### config.mk
export PLATFORM = sky130hd
export DESIGN_NAME = arp_rx_parser
export DESIGN_NICKNAME = d
export VERILOG_FILES = /design/src/rtl/arp_rx_parser.sv
export SDC_FILE = /design/constraint.sdc
export NUM_CORES = 1
export LEC_CHECK = 0
export ABC_AREA = 1
export CORE_MARGIN = 2
export CORE_UTILIZATION = 52
export CTS_CLUSTER_DIAMETER = 80
export CTS_CLUSTER_SIZE = 14
export DETAILED_ROUTE_END_ITERATION = 7
export HOLD_SLACK_MARGIN = 0.08
export PLACE_DENSITY = 0.77
export SLEW_MARGIN = 20
export SYNTH_ARGS = -nofsm -noshare
export SYNTH_HDL_FRONTEND = slang
export SYNTH_SLANG_ARGS = --single-unit
### constraint.sdc
create_clock -name aclk -period 2.7 [get_ports aclk]
set_input_delay 0.54 -clock aclk [delete_from_list [all_inputs] [get_ports aclk]]
set_output_delay 0.54 -clock aclk [all_outputs]
set_load 0.005 [all_outputs]
### src/rtl/arp_rx_parser.sv
// ARP request receive parser.
// Watches a byte stream of Ethernet frames (preamble/SFD stripped, FCS kept),
// checks that the frame is an ARP request for LOCAL_IP addressed to broadcast
// or LOCAL_MAC, captures the sender MAC/IP, and reports the FCS verdict.
//
// Ports:
//   aclk, areset         clock, synchronous active-high reset
//   rx_data/valid/last   received bytes; rx_last marks the final FCS byte
//   rq_mac_s_addr        SHA of the last accepted ARP request
//   rq_ip_s_addr         SPA of the last accepted ARP request
//   arp_data_done        1-cycle pulse, header bytes 0..41 all passed
//   crc_valid/crc_error  1-cycle pulse, FCS/length verdict of an accepted frame
module arp_rx_parser #(
    parameter logic [31:0] LOCAL_IP  = 32'hC0A8_010A,
    parameter logic [47:0] LOCAL_MAC = 48'h84A0_DAB8_3142
) (
    input  logic        aclk,
    input  logic        areset,
    input  logic [7:0]  rx_data,
    input  logic        rx_valid,
    input  logic        rx_last,
    output logic [47:0] rq_mac_s_addr,
    output logic [31:0] rq_ip_s_addr,
    output logic        arp_data_done,
    output logic        crc_valid,
    output logic        crc_error
);

    localparam logic [1:0] ST_IDLE = 2'd0;
    localparam logic [1:0] ST_HDR  = 2'd1;
    localparam logic [1:0] ST_TAIL = 2'd2;
    localparam logic [1:0] ST_DROP = 2'd3;

    localparam logic [31:0] CRC_POLY    = 32'hEDB8_8320;
    localparam logic [31:0] CRC_INIT    = 32'hFFFF_FFFF;
    localparam logic [31:0] CRC_RESIDUE = 32'hDEBB_20E3;

    logic [1:0]  state_q;
    logic [6:0]  idx_q;
    logic [31:0] crc_q;
    logic        bc_q, uc_q;       // dst MAC still matches broadcast / LOCAL_MAC
    logic [47:0] sha_q;
    logic [31:0] spa_q;
    logic        runt_pend_q;      // header ended exactly on byte 41

    logic [6:0]  cur_idx, idx_next;
    logic        in_hdr, bc_n, uc_n, byte_ok, len_ok;
    logic [7:0]  mac_byte;
    logic [31:0] crc_next;

    function automatic logic [31:0] crc_step(input logic [31:0] crc, input logic [7:0] d);
        logic [31:0] c;
        c = crc ^ {24'd0, d};
        for (int i = 0; i < 8; i++)
            c = c[0] ? ((c >> 1) ^ CRC_POLY) : (c >> 1);
        return c;
    endfunction

    always_comb begin
        // In IDLE the incoming byte is byte 0 of a new frame and is checked now.
        cur_idx  = (state_q == ST_IDLE) ? 7'd0 : idx_q;
        in_hdr   = (state_q == ST_IDLE) || (state_q == ST_HDR);
        idx_next = (cur_idx == 7'd127) ? cur_idx : cur_idx + 7'd1;
        len_ok   = (cur_idx >= 7'd63);          // this byte is at least the 64th
        crc_next = crc_step(crc_q, rx_data);

        mac_byte = 8'd0;
        case (cur_idx)
            7'd0: mac_byte = LOCAL_MAC[47:40];
            7'd1: mac_byte = LOCAL_MAC[39:32];
            7'd2: mac_byte = LOCAL_MAC[31:24];
            7'd3: mac_byte = LOCAL_MAC[23:16];
            7'd4: mac_byte = LOCAL_MAC[15:8];
            7'd5: mac_byte = LOCAL_MAC[7:0];
            default: mac_byte = 8'd0;
        endcase

        bc_n = ((cur_idx == 7'd0) || bc_q) && (rx_data == 8'hFF);
        uc_n = ((cur_idx == 7'd0) || uc_q) && (rx_data == mac_byte);

        byte_ok = 1'b1;
        case (cur_idx)
            7'd0, 7'd1, 7'd2,
            7'd3, 7'd4, 7'd5: byte_ok = bc_n || uc_n;
            7'd12: byte_ok = (rx_data == 8'h08);
            7'd13: byte_ok = (rx_data == 8'h06);
            7'd14: byte_ok = (rx_data == 8'h00);
            7'd15: byte_ok = (rx_data == 8'h01);
            7'd16: byte_ok = (rx_data == 8'h08);
            7'd17: byte_ok = (rx_data == 8'h00);
            7'd18: byte_ok = (rx_data == 8'h06);
            7'd19: byte_ok = (rx_data == 8'h04);
            7'd20: byte_ok = (rx_data == 8'h00);
            7'd21: byte_ok = (rx_data == 8'h01);
            7'd38: byte_ok = (rx_data == LOCAL_IP[31:24]);
            7'd39: byte_ok = (rx_data == LOCAL_IP[23:16]);
            7'd40: byte_ok = (rx_data == LOCAL_IP[15:8]);
            7'd41: byte_ok = (rx_data == LOCAL_IP[7:0]);
            default: byte_ok = 1'b1;
        endcase
    end

    always_ff @(posedge aclk) begin
        if (areset) begin
            state_q       <= ST_IDLE;
            idx_q         <= 7'd0;
            crc_q         <= CRC_INIT;
            bc_q          <= 1'b0;
            uc_q          <= 1'b0;
            sha_q         <= 48'd0;
            spa_q         <= 32'd0;
            runt_pend_q   <= 1'b0;
            rq_mac_s_addr <= 48'd0;
            rq_ip_s_addr  <= 32'd0;
            arp_data_done <= 1'b0;
            crc_valid     <= 1'b0;
            crc_error     <= 1'b0;
        end else begin
            arp_data_done <= 1'b0;
            crc_valid     <= 1'b0;
            crc_error     <= runt_pend_q;
            runt_pend_q   <= 1'b0;

            if (rx_valid) begin
                // rx_last re-arms counter and CRC so a byte next cycle is byte 0.
                crc_q <= rx_last ? CRC_INIT : crc_next;
                idx_q <= rx_last ? 7'd0 : idx_next;
                bc_q  <= bc_n;
                uc_q  <= uc_n;

                if (in_hdr && cur_idx >= 7'd22 && cur_idx <= 7'd27)
                    sha_q <= {sha_q[39:0], rx_data};
                if (in_hdr && cur_idx >= 7'd28 && cur_idx <= 7'd31)
                    spa_q <= {spa_q[23:0], rx_data};

                case (state_q)
                    ST_IDLE, ST_HDR: begin
                        if (!byte_ok) begin
                            state_q <= rx_last ? ST_IDLE : ST_DROP;
                        end else if (cur_idx == 7'd41) begin
                            // Sender fields are complete since byte 31.
                            arp_data_done <= 1'b1;
                            rq_mac_s_addr <= sha_q;
                            rq_ip_s_addr  <= spa_q;
                            state_q       <= rx_last ? ST_IDLE : ST_TAIL;
                            runt_pend_q   <= rx_last;
                        end else begin
                            state_q <= rx_last ? ST_IDLE : ST_HDR;
                        end
                    end
                    ST_TAIL: begin
                        if (rx_last) begin
                            state_q <= ST_IDLE;
                            if (crc_next == CRC_RESIDUE && len_ok)
                                crc_valid <= 1'b1;
                            else
                                crc_error <= 1'b1;
                        end
                    end
                    default: begin
                        if (rx_last)
                            state_q <= ST_IDLE;
                    end
                endcase
            end
        end
    end

endmodule
==> results.yml <==
status:
  status: "finished, violations left"
  violations: "design-rule violations, negative setup slack"
setup_path:
  cp-end-kind: "register"
  cp.required_ns: 3.06
  cp_max_fo: 6
  r2r-start: "state_q[1]$_SDFFE_PP0P_"
  path_cells: "nor2_4, nor2_4, inv_2, ha_4, nand4_1, buf_4, nand2_1, nand2_1, nand2_2, nor2_1, a32oi_2, nand3_4, buf_12, clkbuf_16, a21oi_1, nor2_1"
  crit_type: "register to register"
  crit_path_start_kind: "register"
  slowest_stage: "dfxtp_2"
  max_stage_delay_ns: 0.34
  critical_path.startpoint: "state_q[1]$_SDFFE_PP0P_"
  cp.arrival_ns: 3.07
grt:
  grt.overflow.total: 0
  first_global_vias: 8450
  grt_antenna_before_repair: 0
  grt_pass1_wl_um: 41700
  grt_max_degree: 97
  grt_util_all_layers: 0.254
place:
  hpwlAfterDp_um: 17500
  placed_cell_area_um2: 11600
  post-place-cells: 1684
  dpl_worst_slack_ns: -0.167
  numPortBuffers: 94
  gp_congestion: 0.967
yosys:
  synth_ff_type: "dfxtp_1"
  synth-edff-count: 0
  ys_seq_area_frac: 0.427
  yosysWarnings: 0
  ys_ff_latch: 207
  syn_area_um2: 9710
  async_flop_share: 0
  synth_cell_types: 42
  synth_cells: 1329
  syn_area_per_cell_um2: 7.31
  synthesis.nets: 1347
floorplanning:
  die_h_um: 141
  dieArea_um2: 19800
  die-width_um: 141
  num_rows: 49
  start_util: 0.535
  core_um2: 18100
  top_level_ports: 95
clocking:
  clkTransAtPathRegs_ns: 0.07
  root_buffer: "clkbuf_16"
  cts.path.max_buffers: 3
  htreeDepth: 1
  cts_hold_buf: 0
  cts_sinks: 207
  cts_buffers: 18
  clock_latency_ns: 0.49
  cts_tree: "yes"
sta:
  hold_violations: 0
  tightestPinTransition_ns: 0.609
  skew_ns: 0.0147
  relSlewSlack: 0.593
  fin_crit_sh: 1.00
  final_max_slew_viol_count: 0
  rsz0062_at_grt: "true"
  finalSetupViolations: 1
  max_clock_freq_mhz: 370
  timing.final.crit_period_ns: 2.70
  fin_ws_ns: -0.00303
power_and_ir_drop:
  power_density_nw_per_um2: 546
  power.total_mw: 7.04
  cellLeakagePower_nw: 5.14
  ir_worst_vdd_mv: 0.533
worst_hold_path:
  hold_path_class: "register to register"
  min-delay-start: "runt_pend_q$_SDFF_PP0_"
drt:
  drtIter0Drc: 668
  drc_errors: 2
  first_pass_iters: 8
  wire_per_inst_um: 16.1
  via_per_inst: 5.46
  vias: 9446
  postRouteAntennaNets: 0
  routed_wirelength_um: 27900
job:
  maxCapViolCount: 0
cells_and_area:
  antenna_cells: 0
  area_delta_synth_final_pct: 32.6
  layout-drive-gt1-share: 0.183
  fin_nets: 1519
  utilization: 0.710
  fin_cells: 1730
  post-route-cell-area_um2: 12900
==> worst paths after layout <==
path | to | slack (ns) | cells past startpoint
setup / recovery | rq_ip_s_addr[20]$_SDFFE_PP0P_ | -0.003 | 16
hold reg to reg | crc_error$_SDFF_PP0_ | 0.46 | 2
hold / removal | crc_error$_SDFF_PP0_ | 0.46 | 2
setup reg to reg | rq_ip_s_addr[20]$_SDFFE_PP0P_ | -0.003 | 16
==> cell families after synthesis <==
logic type      synth area share
simple gates               0.229
compound gates             0.177
flops                      0.427
buf+inv                   0.0885
xor+xnor                  0.0715
fa+ha+maj                0.00773
==> where the power goes <==
part	total (mW)	internal [mW]	leakage, nW	switching, mW
Sequential	3.16	3.12	1.68	0.0470
Combinational	1.56	0.734	3.23	0.824
Clock	2.32	1.24	0.238	1.07
==> stage by stage <==
stage | hold slack (ns) | TNS [ns]
2_1_floorplan | 0.415 | 0
3_3_place_gp | 0.433 | -0.943
3_5_place_dp | 0.429 | -1.39
4_1_cts | 0.463 | 0
5_1_grt | 0.477 | -7.42
6_report | 0.464 | -0.00303
==> placed cells by master (no fill, tap or decap), types with 8 or more instances in the layout <==
| master | n |
|---|---|
| o21ai_0 | 103 |
| a21oi_2 | 18 |
| dfxtp_1 | 206 |
| inv_2 | 12 |
| nand3_2 | 22 |
| clkbuf_16 | 29 |
| xnor2_1 | 23 |
| nand2_2 | 22 |
| nor2_4 | 8 |
| xor2_1 | 50 |
| nand2_1 | 220 |
| inv_1 | 103 |
| clkdlybuf4s50_1 | 94 |
| buf_6 | 9 |
| nand4_1 | 9 |
| buf_4 | 106 |
| nor2_1 | 117 |
| a21oi_1 | 187 |
| buf_12 | 17 |
| nand3b_1 | 19 |
| nand3_1 | 69 |
==> flip-flops by register name (all words and copies together) (netlist names) <==
register	count
rq_mac_s_addr	48
arp_data_done	1
bc_q	1
uc_q	1
crc_valid	1
rq_ip_s_addr	32
state_q	2
runt_pend_q	1
crc_q	32
crc_error	1
sha_q	48
spa_q	32
idx_q	7
==> routing by layer <==
metal / vias up / track usage / routed length [um]
met1: 4412 / 0.341 / 12200
met5: - / 0 / 0
met2: 307 / 0.434 / 13600
met4: 0 / 0.0679 / 650
li1: 4674 / - / -
met3: 53 / 0.0326 / 1480
==> worst max-delay path, delay by kind of cell (launching register included) <==
family | cells | cell delay [ns]
adders and majority gates | 1 | 0.18
and+or+nand+nor | 9 | 0.91
DFF | 1 | 0.34
AOI/OAI and AO/OA | 2 | 0.51
buffers and inverters | 4 | 0.64
==> synth_stat cells, types with 7 or more instances <==
| library cell | n | share of area |
|---|---|---|
| nand2_1 | 236 | 0.091 |
| nand2_2 | 7 | 0.0045 |
| nor2_1 | 124 | 0.048 |
| nand3_1 | 94 | 0.048 |
| xor2_1 | 50 | 0.045 |
| dfxtp_1 | 207 | 0.43 |
| o21ai_0 | 103 | 0.053 |
| inv_2 | 8 | 0.0031 |
| nand3b_1 | 19 | 0.015 |
| inv_1 | 108 | 0.042 |
| a21oi_1 | 197 | 0.10 |
| nand4_1 | 9 | 0.0058 |
| clkbuf_1 | 59 | 0.023 |
| xnor2_1 | 23 | 0.021 |
| a21oi_2 | 10 | 0.0090 |
| buf_2 | 14 | 0.0072 |
==> area by class of cell <==
class / instances / area (um^2)
multi-input cells: 920 / 5090
clock buffers: 19 / 475
clock inverters: 1 / 5.00
flip-flops and latches: 207 / 4150
well taps: 229 / 287
inverters: 117 / 442
fillers: 1502 / 5260
repair buffers: 237 / 2440
==> what timing repair did <==
item	CTS	global route
cloned	0	15
endpoints found under the setup margin	78	84
gates resized for setup	5	83
pin swaps	2	22
setup buffers	2	9
(Power assumes the default switching activity.)
==> edit 1: new RTL, same settings <==
Put one more register stage on the output `rq_ip_s_addr`. The value now appears one clock later. The other outputs are not delayed to match.
--- a/src/rtl/arp_rx_parser.sv
+++ b/src/rtl/arp_rx_parser.sv
@@ -36,2 +36,4 @@
     localparam logic [31:0] CRC_RESIDUE = 32'hDEBB_20E3;
+
+    logic [31:0] rq_ip_s_addr_s0;
 
@@ -113,3 +115,3 @@
             rq_mac_s_addr <= 48'd0;
-            rq_ip_s_addr  <= 32'd0;
+            rq_ip_s_addr_s0 <= 32'd0;
             arp_data_done <= 1'b0;
@@ -143,3 +145,3 @@
                             rq_mac_s_addr <= sha_q;
-                            rq_ip_s_addr  <= spa_q;
+                            rq_ip_s_addr_s0 <= spa_q;
                             state_q       <= rx_last ? ST_IDLE : ST_TAIL;
@@ -168,2 +170,6 @@
 
+    always_ff @(posedge aclk) begin
+        rq_ip_s_addr <= rq_ip_s_addr_s0;
+    end
+
 endmodule
Function: no difference found for any inputs over 4 cycles, from zero or initial values and one cycle with areset high; that may be too few to reach the edited logic, so the function may still have changed.
==> edit 1 against the original RTL <==
Critical path depth rose by 7. Count of clock-buffer cells in the layout is 2 higher. Power up 6.7%. Final area up 1.2%. Fmax up 5.9%. Clock skew is 3.0 ps lower. Area after synthesis rose by 7.2%. Sequential cell count is 32 higher. Worst setup slack better by 150 ps. Routed wire length decreased by 8.2%. Synthesized cell count is 2.3% higher. Largest power group unchanged. Highest routed layer unchanged.
==> edit 1: results (changes against the original RTL) <==
<table>
<tr><th>Metric</th><th>Value</th></tr>
<tr><th colspan="2">Synthesis</th></tr>
<tr><td>Unique cell type count in the Yosys netlist</td><td>44 (+4.8%)</td></tr>
<tr><td>Number of nets produced by synthesis</td><td>1,378 (+2.3%)</td></tr>
<tr><td>Post-synthesis share of cell area spent on full adders, half adders and majority gates</td><td>0.007206 (-0.0005216)</td></tr>
<tr><td>Share of the synthesized area in the top cell type</td><td>0.4593 (+0.03270)</td></tr>
<tr><th colspan="2">Outcome</th></tr>
<tr><td>Result of the run</td><td>completed</td></tr>
<tr><th colspan="2">Layout</th></tr>
<tr><td>Number of fill cells</td><td>1,721 (+15%)</td></tr>
<tr><td>Count of plain and timing-repair buffers</td><td>198 (-16%)</td></tr>
<tr><td>Clkbuf count</td><td>21 (+2)</td></tr>
<tr><td>Ratio of cells with drive above 1 in the final layout</td><td>0.1452 (-0.03797)</td></tr>
<tr><td>Count of sequential standard cells</td><td>239 (+15%)</td></tr>
<tr><td>Clock-cell share of area</td><td>0.04163 (+0.004342)</td></tr>
<tr><td>Final cell count without fillers</td><td>1,766 (+2.1%)</td></tr>
<tr><td>Multi-input gate share of total cell area</td><td>0.3807 (-0.01411)</td></tr>
<tr><th colspan="2">Pwr</th></tr>
<tr><td>Net switching power of the design</td><td>1998 uW (+2.7%)</td></tr>
<tr><td>Portion of total power attributed to the clock network</td><td>0.347 (+0.018)</td></tr>
<tr><td>Leakage Power</td><td>0.005168 uW (+0.47%)</td></tr>
<tr><th colspan="2">Critical path</th></tr>
<tr><td>Data arrival time of the critical path</td><td>2970 ps (-100 ps)</td></tr>
<tr><td>Slowest stage cell on the critical path</td><td>sky130_fd_sc_hd__dfxtp_4</td></tr>
<tr><th colspan="2">Detailed routing</th></tr>
<tr><td>Router iterations before antenna repair</td><td>5 (-3)</td></tr>
<tr><th colspan="2">Global routing</th></tr>
<tr><td>GRT Util Overall</td><td>0.2360 (-0.01801)</td></tr>
<tr><td>Global-route met1 utilization</td><td>0.3283 (-0.01250)</td></tr>
<tr><th colspan="2">STA</th></tr>
<tr><td>Post-route clock skew</td><td>11.70 ps (-2.979 ps)</td></tr>
<tr><th colspan="2">Floorplanning</th></tr>
<tr><td>Number of well-tap cells placed</td><td>265 (+16%)</td></tr>
<tr><th colspan="2">Placement</th></tr>
<tr><td>Total instance count after detailed placement</td><td>1,729 (+2.7%)</td></tr>
<tr><td>Post-placement setup slack</td><td>-212.6 ps (-45.31 ps)</td></tr>
<tr><th colspan="2">Worst hold path</th></tr>
<tr><td>Worst hold path cell count</td><td>0 (-2)</td></tr>
</table>
## edit 1: cell types whose count changed after synthesis, moves of 6 or more
cell / unedited run / this run
sky130_fd_sc_hd__nand4_1: 9 / 3
sky130_fd_sc_hd__dfxtp_1: 207 / 239
sky130_fd_sc_hd__nand2_1: 236 / 216
sky130_fd_sc_hd__xnor2_1: 23 / 12
sky130_fd_sc_hd__buf_1: 3 / 10
sky130_fd_sc_hd__inv_1: 108 / 114
sky130_fd_sc_hd__xor2_1: 50 / 62
sky130_fd_sc_hd__nor2_1: 124 / 142
sky130_fd_sc_hd__a21oi_1: 197 / 189
sky130_fd_sc_hd__clkbuf_1: 59 / 49
## edit 1: worst max path at each step
stage	start	to	slack, ps	cells after the start
detailed placement	rx_data[0]	crc_error	-210	15
floorplan	state_q[0]	rq_ip_s_addr_s0[26]	130	20
CTS	state_q[1]	rq_mac_s_addr[38]	10	20
finish	state_q[0]	state_q[1]	150	23
global placement	rx_data[0]	crc_valid	-170	14
global route	state_q[0]	state_q[0]	-20	24
==> edit 2: new RTL, same settings <==
Without the edit above. Set the parameter `LOCAL_MAC` to 48'h800000000000 (it was 48'h84A0_DAB8_3142).
--- a/src/rtl/arp_rx_parser.sv
+++ b/src/rtl/arp_rx_parser.sv
@@ -14,3 +14,3 @@
     parameter logic [31:0] LOCAL_IP  = 32'hC0A8_010A,
-    parameter logic [47:0] LOCAL_MAC = 48'h84A0_DAB8_3142
+    parameter logic [47:0] LOCAL_MAC = 48'h800000000000
 ) (
Function: same outputs for any inputs over 4 cycles, from zero or initial values and one cycle with areset high; that may be too few to reach the edited logic, so the function may still have changed.
==> edit 2 against the original RTL <==
Critical endpoint is now rq_mac_s_addr[21]. Critical path type unchanged. Combinational power decreased by 12%. Area after synthesis decreased by 2.3%. Synthesized cell count increased by 0.30%. Sequential cell count unchanged. Routed wire length decreased by 13%. Largest cell class unchanged. Die area decreased by 2.3%. Final cell count decreased by 1.8%. Final area decreased by 7.0%. Power decreased by 3.6%. Clock power decreased by 3%. Worst setup slack improved by 170 ps.
==> edit 2: results (changes against the original RTL) <==
<table>
<tr><th>Metric</th><th>Value</th></tr>
<tr><th colspan="2">Synthesis</th></tr>
<tr><td>Top cells by count, synth</td><td>sky130_fd_sc_hd__nand2_1 (257), sky130_fd_sc_hd__dfxtp_1 (207), sky130_fd_sc_hd__a21oi_1 (201)</td></tr>
<tr><td>Fraction of the yosys area taken by sequential cells</td><td>0.4367 (+0.01012)</td></tr>
<tr><td>Leading post-synthesis cells by cell area</td><td>sky130_fd_sc_hd__dfxtp_1 (44%), sky130_fd_sc_hd__a21oi_1 (11%), sky130_fd_sc_hd__nand2_1 (10%)</td></tr>
<tr><td>Unique cell type count in the Yosys netlist</td><td>34 (-19%)</td></tr>
<tr><td>Number of nets produced by synthesis</td><td>1,346 (-0.074%)</td></tr>
<tr><th colspan="2">Global routing</th></tr>
<tr><td>Pin count of the biggest net entering global routing</td><td>66 (-32%)</td></tr>
<tr><td>GRT Util Overall</td><td>0.2375 (-0.01646)</td></tr>
<tr><td>Wire length of the first global-routing pass</td><td>39.07 mm (-6.3%)</td></tr>
<tr><td>Global-route met1 utilization</td><td>0.3115 (-0.02932)</td></tr>
<tr><td>Met2 Resource Use GR</td><td>0.4234 (-0.01050)</td></tr>
<tr><th colspan="2">Critical path</th></tr>
<tr><td>Reg2Reg Launch Point</td><td>idx_q[2]</td></tr>
<tr><td>CP Launch Point</td><td>idx_q[2]</td></tr>
<tr><td>Crit path max fanout</td><td>16 (+10)</td></tr>
<tr><th colspan="2">Layout</th></tr>
<tr><td>Number of fill cells</td><td>1,561 (+3.9%)</td></tr>
<tr><td>Ratio of cells with drive above 1 in the final layout</td><td>0.1095 (-0.07369)</td></tr>
<tr><td>Nets</td><td>1,483 (-2.4%)</td></tr>
<tr><th colspan="2">Detailed routing</th></tr>
<tr><td>Routed WL</td><td>24.30 mm (-13%)</td></tr>
<tr><td>Router iterations before antenna repair</td><td>5 (-3)</td></tr>
<tr><td>First-iteration detailed-routing DRC count</td><td>707 (+5.8%)</td></tr>
<tr><th colspan="2">Pwr</th></tr>
<tr><td>VDD IR-drop max</td><td>0.0004415 V (-17%)</td></tr>
<tr><td>Leakage Power</td><td>0.004826 uW (-6.2%)</td></tr>
<tr><th colspan="2">Outcome</th></tr>
<tr><td>Result of the run</td><td>completed</td></tr>
<tr><th colspan="2">Placement</th></tr>
<tr><td>Post-placement setup slack</td><td>-198.9 ps (-31.60 ps)</td></tr>
<tr><td>Last weighted congestion value of the routability-driven placer</td><td>0.9233 (-4.5%)</td></tr>
<tr><td>Placed wire-length estimate after detailed placement</td><td>16.54 mm (-5.4%)</td></tr>
<tr><th colspan="2">STA</th></tr>
<tr><td>Post-route clock skew</td><td>16.70 ps (+2.025 ps)</td></tr>
</table>
## edit 2: cell count changes after synthesis, sizes merged, moves of 5 or more
cell / before / now
ha: 6 / 1
o21ai: 105 / 111
xor2: 50 / 45
nand2: 244 / 258
nand3b: 19 / 11
a21oi: 207 / 201
inv: 116 / 130
## edit 2: where the power goes
group | leakage [uW] | switching [uW] | internal [uW]
sequential | 0.00168 | 46.4 | 3110
clock | 0.000233 | 1070 | 1190
combinational | 0.00292 | 778 | 588
total | 0.00483 | 1890 | 4890
## edit 2: routing by layer
| metal | share of wire | vias to the layer above |
|---|---|---|
| met1 | 0.44 | 4071 |
| met4 | 0.017 | 0 |
| met2 | 0.49 | 208 |
| li1 | - | 4582 |
| met3 | 0.044 | 34 |
| met5 | 0 | - |
## edit 2: stage by stage
stage | TNS, ps | cells | cell area (um^2)
after floorplan | 0 | 1333 | 9489
after CTS | 0 | 1690 | 11740
final | 0 | 1699 | 11990
after detailed placement | -1821 | 1670 | 11270
after global placement | -1290 | 1670 | 11270
after global routing | -1535 | 1699 | 11990
## edit 2: worst paths after layout
kind                  endpoint  slack [ps]  cells past startpoint
max          rq_mac_s_addr[21]         160                     17
min                  sha_q[40]         450                      2
max reg2reg  rq_mac_s_addr[21]         160                     17
min reg2reg          sha_q[40]         450                      2
## edit 2: cells by family after synthesis
kind of cell,Yosys count,synth area share
XOR/XNOR,67,0.06461
buffers and inverters,213,0.09269
AND/OR/NAND/NOR,520,0.2301
AO/OA/AOI/OAI,325,0.1746
adder cells (fa/ha/maj),1,0.001318
flip-flops,207,0.4367
## edit 2: cell type report
cell class / instances / area [um^2] / area share
inverter: 131 / 494.2 / 0.04123
sequential: 207 / 4153 / 0.3465
clock inverter: 2 / 21.27 / 0.001775
multi-input combinational: 914 / 4609 / 0.3846
tap: 229 / 286.5 / 0.02390
timing repair buffer: 198 / 1972 / 0.1645
clock buffer: 18 / 450.4 / 0.03758
## edit 2: critical path: cells and delay by family, from the launching register on
kind | cells | cell delay (ps)
AOI/OAI and AO/OA | 1 | 290
buffers and inverters | 3 | 500
DFF | 1 | 420
and+or+nand+nor | 13 | 1220
## edit 2: what timing repair did
item / CTS / global route
setup buffers: 0 / 4
hold buffers: 0 / 0
gates resized for setup: 0 / 33
setup endpoints to repair: 0 / 85
